`src/rtl/cpu_pkg.sv`:
```
// Shared definitions for the 16-bit pipelined core: branch condition codes,
// flag bit positions, PC-sequencer FSM encodings and the B-target helper.
package cpu_pkg;

  // Branch condition codes (br_cond field)
  localparam logic [2:0] NEQ    = 3'b000;
  localparam logic [2:0] EQ     = 3'b001;
  localparam logic [2:0] GT     = 3'b010;
  localparam logic [2:0] LT     = 3'b011;
  localparam logic [2:0] GTE    = 3'b100;
  localparam logic [2:0] LTE    = 3'b101;
  localparam logic [2:0] OVFL   = 3'b110;
  localparam logic [2:0] UNCOND = 3'b111;

  // Bit positions inside the {Z, V, N} flags vector
  localparam int FLAG_Z = 2;
  localparam int FLAG_V = 1;
  localparam int FLAG_N = 0;

  // PC sequencer FSM states; the encoding is visible on the state port
  typedef enum logic [1:0] {
    ST_RUN   = 2'd0,
    ST_STALL = 2'd1,
    ST_HALT  = 2'd2
  } seq_state_e;

  // PC-relative target: word offset is sign-extended and scaled to bytes,
  // and the sum wraps modulo 2^16.
  function automatic logic [15:0] b_target(input logic [15:0] pc_plus2,
                                            input logic [8:0]  imm);
    logic [15:0] offset;
    offset   = {{6{imm[8]}}, imm, 1'b0};
    b_target = pc_plus2 + offset;
  endfunction

endpackage

```
`src/rtl/branch_cond_eval.sv`:
```
// Combinational branch condition evaluator against the {Z, V, N} flags.
module branch_cond_eval
  import cpu_pkg::*;
(
  input  logic [2:0] br_cond,
  input  logic [2:0] flags,
  output logic       cond_true
);

  logic z_s;
  logic v_s;
  logic n_s;

  assign z_s = flags[FLAG_Z];
  assign v_s = flags[FLAG_V];
  assign n_s = flags[FLAG_N];

  // Decode the condition code into a single taken/not-taken qualifier
  always_comb begin
    cond_true = 1'b0;
    case (br_cond)
      NEQ:     cond_true = ~z_s;
      EQ:      cond_true = z_s;
      GT:      cond_true = ~z_s & ~n_s;
      LT:      cond_true = n_s;
      GTE:     cond_true = z_s | ~n_s;
      LTE:     cond_true = z_s | n_s;
      OVFL:    cond_true = v_s;
      UNCOND:  cond_true = 1'b1;
      default: cond_true = 1'b0;
    endcase
  end

endmodule

```
`src/rtl/pc_sequencer.sv`:
```
// Program counter and fetch sequencer: resolves B/BR in decode, honours
// hazard stalls, kills the wrong-path fetch and parks the core on HLT.
module pc_sequencer
  import cpu_pkg::*;
#(
  parameter logic [15:0] RESET_PC = 16'h0000
) (
  input  logic        clk,
  input  logic        rst_n,
  input  logic        stall,
  input  logic [15:0] id_pc_plus2,
  input  logic        br_valid,
  input  logic        br_reg_valid,
  input  logic [2:0]  br_cond,
  input  logic [8:0]  br_imm,
  input  logic [15:0] br_reg_target,
  input  logic [2:0]  flags,
  input  logic        hlt_valid,
  output logic [15:0] pc,
  output logic [15:0] pc_plus2,
  output logic        fetch_en,
  output logic        flush,
  output logic        halted,
  output logic [1:0]  state,
  output logic [15:0] br_taken_cnt
);

  seq_state_e  state_r;
  logic [15:0] pc_r;
  logic [15:0] cnt_r;
  logic        halted_r;
  logic        fetch_en_r;

  logic        cond_true_s;
  logic        taken_s;
  logic        active_s;
  logic [15:0] target_s;
  logic [15:0] pc_inc_s;
  logic        flush_s;

  branch_cond_eval u_cond (
    .br_cond   (br_cond),
    .flags     (flags),
    .cond_true (cond_true_s)
  );

  // Branch resolution, target selection and wrong-path kill
  always_comb begin
    active_s = (state_r != ST_HALT);
    taken_s  = (br_valid | br_reg_valid) & cond_true_s;
    pc_inc_s = pc_r + 16'd2;
    // B wins if decode ever flags both branch kinds at once
    if (br_valid) begin
      target_s = b_target(id_pc_plus2, br_imm);
    end else begin
      target_s = br_reg_target;
    end
    flush_s = (taken_s | hlt_valid) & ~stall & active_s;
  end

  // Sequencer FSM: PC update, stall hold and halt parking
  always_ff @(posedge clk or negedge rst_n) begin
    if (!rst_n) begin
      state_r    <= ST_RUN;
      pc_r       <= RESET_PC;
      halted_r   <= 1'b0;
      fetch_en_r <= 1'b1;
    end else begin
      case (state_r)
        ST_RUN, ST_STALL: begin
          if (hlt_valid && !stall) begin
            // HLT beats any branch in the same slot; PC stays put
            state_r    <= ST_HALT;
            halted_r   <= 1'b1;
            fetch_en_r <= 1'b0;
          end else if (stall) begin
            state_r <= ST_STALL;
          end else if (taken_s) begin
            state_r <= ST_RUN;
            pc_r    <= target_s;
          end else begin
            state_r <= ST_RUN;
            pc_r    <= pc_inc_s;
          end
        end
        ST_HALT: begin
          // Only rst_n leaves HALT
          state_r    <= ST_HALT;
          halted_r   <= 1'b1;
          fetch_en_r <= 1'b0;
        end
        default: begin
          state_r    <= ST_HALT;
          halted_r   <= 1'b1;
          fetch_en_r <= 1'b0;
        end
      endcase
    end
  end

  // Saturating debug count of resolved taken branches
  always_ff @(posedge clk or negedge rst_n) begin
    if (!rst_n) begin
      cnt_r <= 16'h0000;
    end else if (taken_s && !stall && active_s && (cnt_r != 16'hFFFF)) begin
      cnt_r <= cnt_r + 16'd1;
    end else begin
      cnt_r <= cnt_r;
    end
  end

  assign pc           = pc_r;
  assign pc_plus2     = pc_inc_s;
  assign fetch_en     = fetch_en_r;
  assign flush        = flush_s;
  assign halted       = halted_r;
  assign state        = state_r;
  assign br_taken_cnt = cnt_r;

endmodule
```
`config.mk`:
```
export PLATFORM = sky130hd
export DESIGN_NAME = pc_sequencer
export DESIGN_NICKNAME = d
export VERILOG_FILES = /design/src/rtl/cpu_pkg.sv /design/src/rtl/branch_cond_eval.sv /design/src/rtl/pc_sequencer.sv
export SDC_FILE = /design/constraint.sdc
export NUM_CORES = 1
export LEC_CHECK = 0
export ABC_AREA = 1
export CORE_MARGIN = 2
export CORE_UTILIZATION = 48
export DETAILED_ROUTE_END_ITERATION = 12
export PLACE_DENSITY = 0.85
export SLEW_MARGIN = 0
export SYNTH_ARGS = -nofsm -noshare
export SYNTH_HDL_FRONTEND = slang
export SYNTH_SLANG_ARGS = --single-unit
```
`constraint.sdc`:
```
create_clock -name clk -period 2 [get_ports clk]
set_input_delay 0.4 -clock clk [delete_from_list [all_inputs] [get_ports clk]]
set_output_delay 0.4 -clock clk [all_outputs]
set_load 0.05 [all_outputs]
```
==> flow_metrics.py, run 1 <==
metrics = {
    "timing": {
        "setup_ws_ns": -0.115,
        "fin_crit_sh_pct": 106,
        "rsz0062_at_grt": "true",
        "period_needed_ns": 2.12,
        "finalSetupViolCount": 7,
        "max_slew_margin_pct": 63.0,
        "fmax_mhz": 473,
        "worstMarginPinSlew_ns": 0.553,
        "hold_violations": 0,
        "fin_skew_ns": 0.00985,
        "slew_viol_final": 0,
    },
    "global_routing": {
        "grt_pass1_wl_mm": 18.0,
        "gr-total-overflow": 0,
        "grt_start_max_net_pins": 37,
        "grt_antenna_before_repair": 0,
        "grt_usage_pct": 29.1,
        "grt_pass1_vias": 4017,
    },
    "yosys": {
        "syn_nets": 611,
        "synth_cell_types": 35,
        "synthTopCellsByArea": "dfrtp_1 26%, nand2_1 19%, inv_1 8.4%",
        "yosysMostFrequentCell": "nand2_1",
        "synth_edf_count": 0,
        "ys.flop_type": "dfrtp_1",
        "ys_seq_area_share_pct": 26.5,
        "synth-seq-cells": 36,
        "synth_area_um2": 3410,
        "synth_top_area_share_pct": 25.7,
        "yosys.area.top_type": "dfrtp_1",
        "async_flop_share_pct": 100,
        "ys_warn_count": 0,
        "synthTopCellsByCount": "170 x nand2_1, 76 x inv_1, 67 x nor2_1",
        "syn_inst": 541,
        "synth.avg_cell_area_um2": 6.30,
    },
    "route": {
        "dr.pass1.iters": 6,
        "routed_via_density": 5.52,
        "routedWlPerCell_um": 15.8,
        "drt_iter0_drc": 347,
        "routed_wl_mm": 12.5,
        "ant_nets": 0,
        "drc_errors": 0,
        "vias": 4341,
    },
    "power_and_ir_drop": {
        "power_density_nw_per_um2": 1070,
        "fin_total_pwr_mw": 5.81,
        "irDropWorstVdd_mv": 1.05,
        "p_leak_nw": 2.76,
    },
    "cells_and_area": {
        "n_fill_cell": 444,
        "final_cells": 787,
        "area_growth_pct": 59.3,
        "layout-drive-gt1-share_pct": 24.7,
        "fin_util_pct": 79.5,
        "design_area_um2": 5430,
        "nets": 760,
        "antenna_cells": 0,
    },
    "floorplanning": {
        "fp-row-count": 30,
        "die_w_um": 88.3,
        "die_y_um": 88.3,
        "pin_count": 106,
        "fp.dieArea_um2": 7790,
        "fp.coreArea_um2": 6830,
        "initial_core_util_pct": 49.9,
    },
    "critical_path": {
        "r2r_slack_ns": 0.29,
        "crit_type": "reg -> out",
        "cp-end-kind": "output port",
        "required_ns": 1.60,
        "r2r_start": "pc[1]",
        "cp-start-kind": "flip-flop",
        "reg2reg_depth": 8,
        "r2r_end": "pc[5]",
        "path_max_fanout": 5,
        "cp.arrival_ns": 1.72,
    },
    "cts": {
        "h-tree-depth": 2,
        "cts-root-buf": "clkbuf_8",
        "cts_made_buffers": 5,
        "clock_sinks": 36,
        "clock_latency_ns": 0.30,
        "cts_hold_buf": 0,
        "clock_path_buffers": 2,
        "cts_tree": "yes",
        "clk_pin_slew_worst_paths_ns": 0.08,
    },
    "status": {
        "status": "complete, but fails checks",
        "violations": "negative setup slack",
    },
    "place": {
        "globalplace.congestion": 0.906,
        "dpl.hpwl_mm": 8.21,
        "place.port_buffers": 105,
        "place_inst": 761,
        "placedInstanceArea_um2": 4990,
    },
    "min_path": {
        "min_path_cells": 2,
        "hp-class": "reg -> reg",
        "hp-start": "fetch_en",
        "hold-path-endpoint": "fetch_en",
    },
    "flow_run": {
        "cap_violations": 0,
    },
}
layout make-up:
class,instances,area (um^2),area share (%)
Clock buffer,5,68.8,1.27
Multi-Input combinational cell,412,2410,44.3
Clock inverter,3,42.5,0.783
Inverter,80,305,5.62
Tap cell,96,120,2.21
Sequential cell,36,916,16.9
Timing Repair Buffer,155,1570,28.9
metal layers:
layer	vias to the layer above	wire, um	global-route usage [%]
met4	0	799	14.5
li1	2001	-	-
met5	-	0	0
met1	1961	4580	32.8
met3	82	964	5.04
met2	297	6120	52.5
cells in the final DEF (no fill, tap or decap), types with 2 or more instances in the layout:
| cell type | synthesis | layout |
|---|---|---|
| nor2_1 | 67 | 63 |
| xor2_4 | 0 | 2 |
| xnor2_4 | 0 | 2 |
| xor2_2 | 0 | 2 |
| nand3_1 | 51 | 45 |
| nand4_1 | 13 | 13 |
| o21ai_0 | 8 | 6 |
| clkbuf_8 | 0 | 5 |
| nand2_4 | 1 | 4 |
| inv_2 | 2 | 5 |
| o21ai_2 | 4 | 6 |
| nor3_4 | 2 | 3 |
| xnor2_1 | 9 | 8 |
| dlygate4sd2_1 | 0 | 4 |
| inv_1 | 76 | 73 |
| ha_1 | 16 | 9 |
| dfrtp_2 | 0 | 11 |
| nand3_2 | 0 | 5 |
| nor2_4 | 0 | 4 |
| buf_4 | 3 | 66 |
| dfrtp_1 | 35 | 24 |
| nor3_2 | 3 | 4 |
| a31oi_1 | 2 | 2 |
| ha_4 | 0 | 5 |
| buf_6 | 3 | 2 |
| nor3_1 | 9 | 7 |
| buf_12 | 0 | 17 |
| nand2_2 | 3 | 11 |
| dlymetal6s2s_1 | 0 | 7 |
| ha_2 | 0 | 2 |
| a21oi_1 | 27 | 26 |
| clkdlybuf4s50_1 | 0 | 59 |
| or2_2 | 4 | 4 |
| nand2_1 | 170 | 159 |
| xor2_1 | 15 | 11 |
critical path: stages, from the launching register on:
cell and delay, ns:
dfrtp_2 0.42, ha_4 0.16, nand2_4 0.07, nor3_4 0.18
buf_6 0.16, xor2_4 0.24, buf_12 0.17
cell families (layout without fill, tap and decap cells):
group / count (synthesis) / in the layout / share of synthesized area (%)
flops: 36 / 36 / 26.5
fa+ha+maj: 17 / 17 / 6.46
compound gates: 45 / 45 / 7.86
buf+inv: 93 / 243 / 11.5
simple gates: 325 / 325 / 41.1
xor+xnor: 25 / 25 / 6.65
worst max path at each step:
stage | start | end | slack [ns] | cells past startpoint
6_report | pc[1] | pc_plus2[7] | -0.12 | 6
5_1_grt | pc[1] | pc_plus2[11] | -0.19 | 7
4_1_cts | pc[2] | pc_plus2[11] | -0.09 | 7
3_5_place_dp | br_imm[0] | pc[5] | -0.40 | 11
3_3_place_gp | id_pc_plus2[1] | pc[5] | -0.29 | 11
2_1_floorplan | pc[1] | pc_plus2[9] | -0.06 | 5
timing repair:
| action | in CTS | in global routing |
|---|---|---|
| setup buffers | 10 | 8 |
| pin swaps | 7 | 11 |
| gates resized for setup | 19 | 37 |
| endpoints found under the setup margin | 15 | 27 |
metrics by stage:
| stage | worst slack, ns | hold slack (ns) | setup TNS, ns |
|---|---|---|---|
| final | -0.115 | 0.442 | -0.409 |
| after global routing | -0.186 | 0.453 | -1.01 |
| after CTS | -0.0864 | 0.444 | -0.339 |
| after detailed placement | -0.401 | 0.432 | -5.97 |
| after global placement | -0.287 | 0.432 | -3.58 |
| after floorplan | -0.0631 | 0.104 | -0.0631 |
flip-flops by register name, summed over array words and instances (netlist names):
signal / count
pc: 16
br_taken_cnt: 16
fetch_en: 1
halted: 1
state: 2
power breakdown:
| part | switching, mW | leakage [nW] | total (mW) | internal [mW] |
|---|---|---|---|---|
| Clock | 0.305 | 0.0541 | 0.675 | 0.369 |
| Sequential | 0.252 | 0.434 | 1.15 | 0.897 |
| Combinational | 2.41 | 2.27 | 3.99 | 1.58 |
No activity file was read; power rests on OpenSTA's default activity.
==> run 2, diff against run 1 <==
--- a/config.mk
+++ b/config.mk
@@ -10,7 +10,7 @@
 export CORE_UTILIZATION = 48
 export DETAILED_ROUTE_END_ITERATION = 12
 export PLACE_DENSITY = 0.85
-export SLEW_MARGIN = 0
+export SLEW_MARGIN = 20
 export SYNTH_ARGS = -nofsm -noshare
 export SYNTH_HDL_FRONTEND = slang
 export SYNTH_SLANG_ARGS = --single-unit
==> results of run 2 <==
Final layout, timing and power as in run 1 (identical DEF).
==> run 3, diff against run 2 <==
--- a/config.mk
+++ b/config.mk
@@ -10,6 +10,7 @@
 export CORE_UTILIZATION = 48
 export DETAILED_ROUTE_END_ITERATION = 12
 export PLACE_DENSITY = 0.85
+export REMOVE_ABC_BUFFERS = 1
 export SLEW_MARGIN = 20
 export SYNTH_ARGS = -nofsm -noshare
 export SYNTH_HDL_FRONTEND = slang
==> flow_metrics.py, run 3 (synthesis results as in run 1) <==
metrics = {
    "place": {
        "dpl.hpwl_mm": 8.22,
        "globalplace.congestion": 0.946,
        "place_inst": 761,
        "place.port_buffers": 105,
        "post-place-ws_ns": -0.328,
        "placedInstanceArea_um2": 4870,
    },
    "cells_and_area": {
        "final_cell_mix": "159 x nand2_1, 71 x inv_1, 62 x nor2_1",
        "area_growth_pct": 55.0,
        "nets": 752,
        "antenna_cells": 0,
        "layout-drive-gt1-share_pct": 23.0,
        "final_common_cell": "nand2_1",
        "final_cells": 779,
        "design_area_um2": 5280,
    },
    "timing": {
        "fin_skew_ns": 0.0130,
        "finalSetupViolCount": 8,
        "holdWs_ns": 0.452,
        "fmax_mhz": 474,
        "max_slew_margin_pct": 55.7,
        "period_needed_ns": 2.11,
        "fin_crit_sh_pct": 106,
        "hold_violations": 0,
        "rsz0062_at_grt": "true",
        "slew_viol_final": 0,
        "worstMarginPinSlew_ns": 0.659,
        "tns_ns": -0.515,
        "setup_ws_ns": -0.111,
    },
    "power_and_ir_drop": {
        "power_density_nw_per_um2": 1050,
        "pwr-share-comb_pct": 68.2,
        "p_leak_nw": 2.70,
        "irDropWorstVdd_mv": 1.33,
        "p_seq_share_pct": 20.0,
        "clkPwrFrac_pct": 11.8,
        "swShare_pct": 51.1,
        "power.internal_mw": 2.71,
        "switching_power_mw": 2.84,
    },
    "route": {
        "routedWlPerCell_um": 14.9,
        "routed_via_density": 5.42,
        "drc_errors": 0,
        "dr.pass1.iters": 5,
        "wl_met3_um": 908,
        "routed_wl_mm": 11.6,
        "highest_layer": "met4",
        "vias": 4223,
        "drt-met1-wl_mm": 4.30,
        "route.met2.wl_mm": 5.92,
        "drt_iter0_drc": 405,
        "ant_nets": 0,
    },
    "cts": {
        "clk_pin_slew_worst_paths_ns": 0.08,
        "h-tree-depth": 2,
        "cts_made_buffers": 5,
        "clock_path_buffers": 2,
        "clock_sinks": 36,
        "cts-root-buf": "clkbuf_8",
        "cts_hold_buf": 0,
        "clock_latency_ns": 0.30,
        "cts_tree": "yes",
    },
    "critical_path": {
        "path_max_fanout": 4,
        "startpoint": "pc[2]",
        "cp.arrival_ns": 1.71,
        "cpMaxStageDelayCell": "dfrtp_1",
        "r2r_start": "br_taken_cnt[6]",
        "endpoint": "pc_plus2[9]",
        "max_stage_delay_ns": 0.37,
        "crit_type": "reg -> out",
        "r2r_slack_ns": 0.20,
        "cp_cell_sequence": "ha_2 > nand2_4 > nor2_4 > nand2_2 > xnor2_2 > buf_4 > buf_12",
        "cp-start-kind": "flip-flop",
        "worst-path-buf-inv": 2,
        "required_ns": 1.60,
        "reg2reg_depth": 6,
        "r2r_end": "br_taken_cnt[8]",
        "cp_top_family": "flip-flops",
        "cp-end-kind": "output port",
        "critical_path_depth": 7,
    },
    "min_path": {
        "hp-class": "reg -> reg",
    },
    "global_routing": {
        "grt_usage_pct": 29.2,
        "grt_start_max_net_pins": 37,
        "grt_pass1_wl_mm": 18.0,
        "grt_pass1_vias": 3957,
        "gr-total-overflow": 0,
        "grt_antenna_before_repair": 0,
    },
    "floorplanning": {
        "die_y_um": 88.3,
        "pin_count": 106,
        "initial_core_util_pct": 49.9,
        "fp-row-count": 30,
        "fp.coreArea_um2": 6830,
        "fp.dieArea_um2": 7790,
        "die_w_um": 88.3,
    },
    "status": {
        "violations": "negative setup slack",
        "status": "complete, but fails checks",
    },
    "flow_run": {
        "cap_violations": 0,
    },
}
[run 3: power by group through the flow]
| stage | Clock (mW) | Combinational, mW | Sequential [mW] |
|---|---|---|---|
| floorplan | 0 | 1.40 | 1.63 |
| global placement | 0 | 3.38 | 1.09 |
| detailed placement | 0 | 3.44 | 1.09 |
| CTS | 0.649 | 3.64 | 1.09 |
| global route | 0.688 | 3.95 | 1.13 |
| finish | 0.656 | 3.79 | 1.11 |
[run 3: worst register-to-register path, stage by stage, from the launching register on]
cell     delay [ns]
dfrtp_1        0.40
inv_1          0.13
nor4_1         0.62
nand2_1        0.21
xor2_1         0.20
nand3_1        0.08
nand2_1        0.06
[run 3: what timing repair did]
action | CTS | global route
setup buffers | 8 | 2
resized for setup | 40 | 34
pin swaps | 14 | 12
endpoints found under the setup margin | 14 | 25
[run 3: layout make-up]
type	count	area [um^2]
multi-input combinational	412	2330
fill	446	1550
timing repair buffer	147	1510
sequential	36	908
inverter	80	305
tap	96	120
clock buffer	6	72.6
clock inverter	2	35.0
[run 3: layer usage]
| layer | vias to the layer above | GRT usage (%) |
|---|---|---|
| li1 | 1985 | - |
| met1 | 1943 | 34.1 |
| met2 | 248 | 53.0 |
| met3 | 47 | 5.13 |
| met4 | 0 | 11.4 |
| met5 | - | 0 |
[run 3: worst min path at each step]
stage / cells after the start / endpoint / slack (ns) / startpoint
floorplan: 0 / br_taken_cnt[0] / 0.10 / rst_n
global placement: 2 / fetch_en / 0.43 / fetch_en
detailed placement: 2 / fetch_en / 0.44 / fetch_en
CTS: 2 / fetch_en / 0.45 / fetch_en
global route: 2 / fetch_en / 0.48 / fetch_en
finish: 2 / fetch_en / 0.45 / fetch_en
[run 3: per-stage QoR]
stage / utilization [%] / power, mW
after CTS: 75.4 / 5.38
after global routing: 77.3 / 5.77
after global placement: 71.2 / 4.47
after floorplan: - / 3.03
final: 77.3 / 5.55
after detailed placement: 71.2 / 4.53
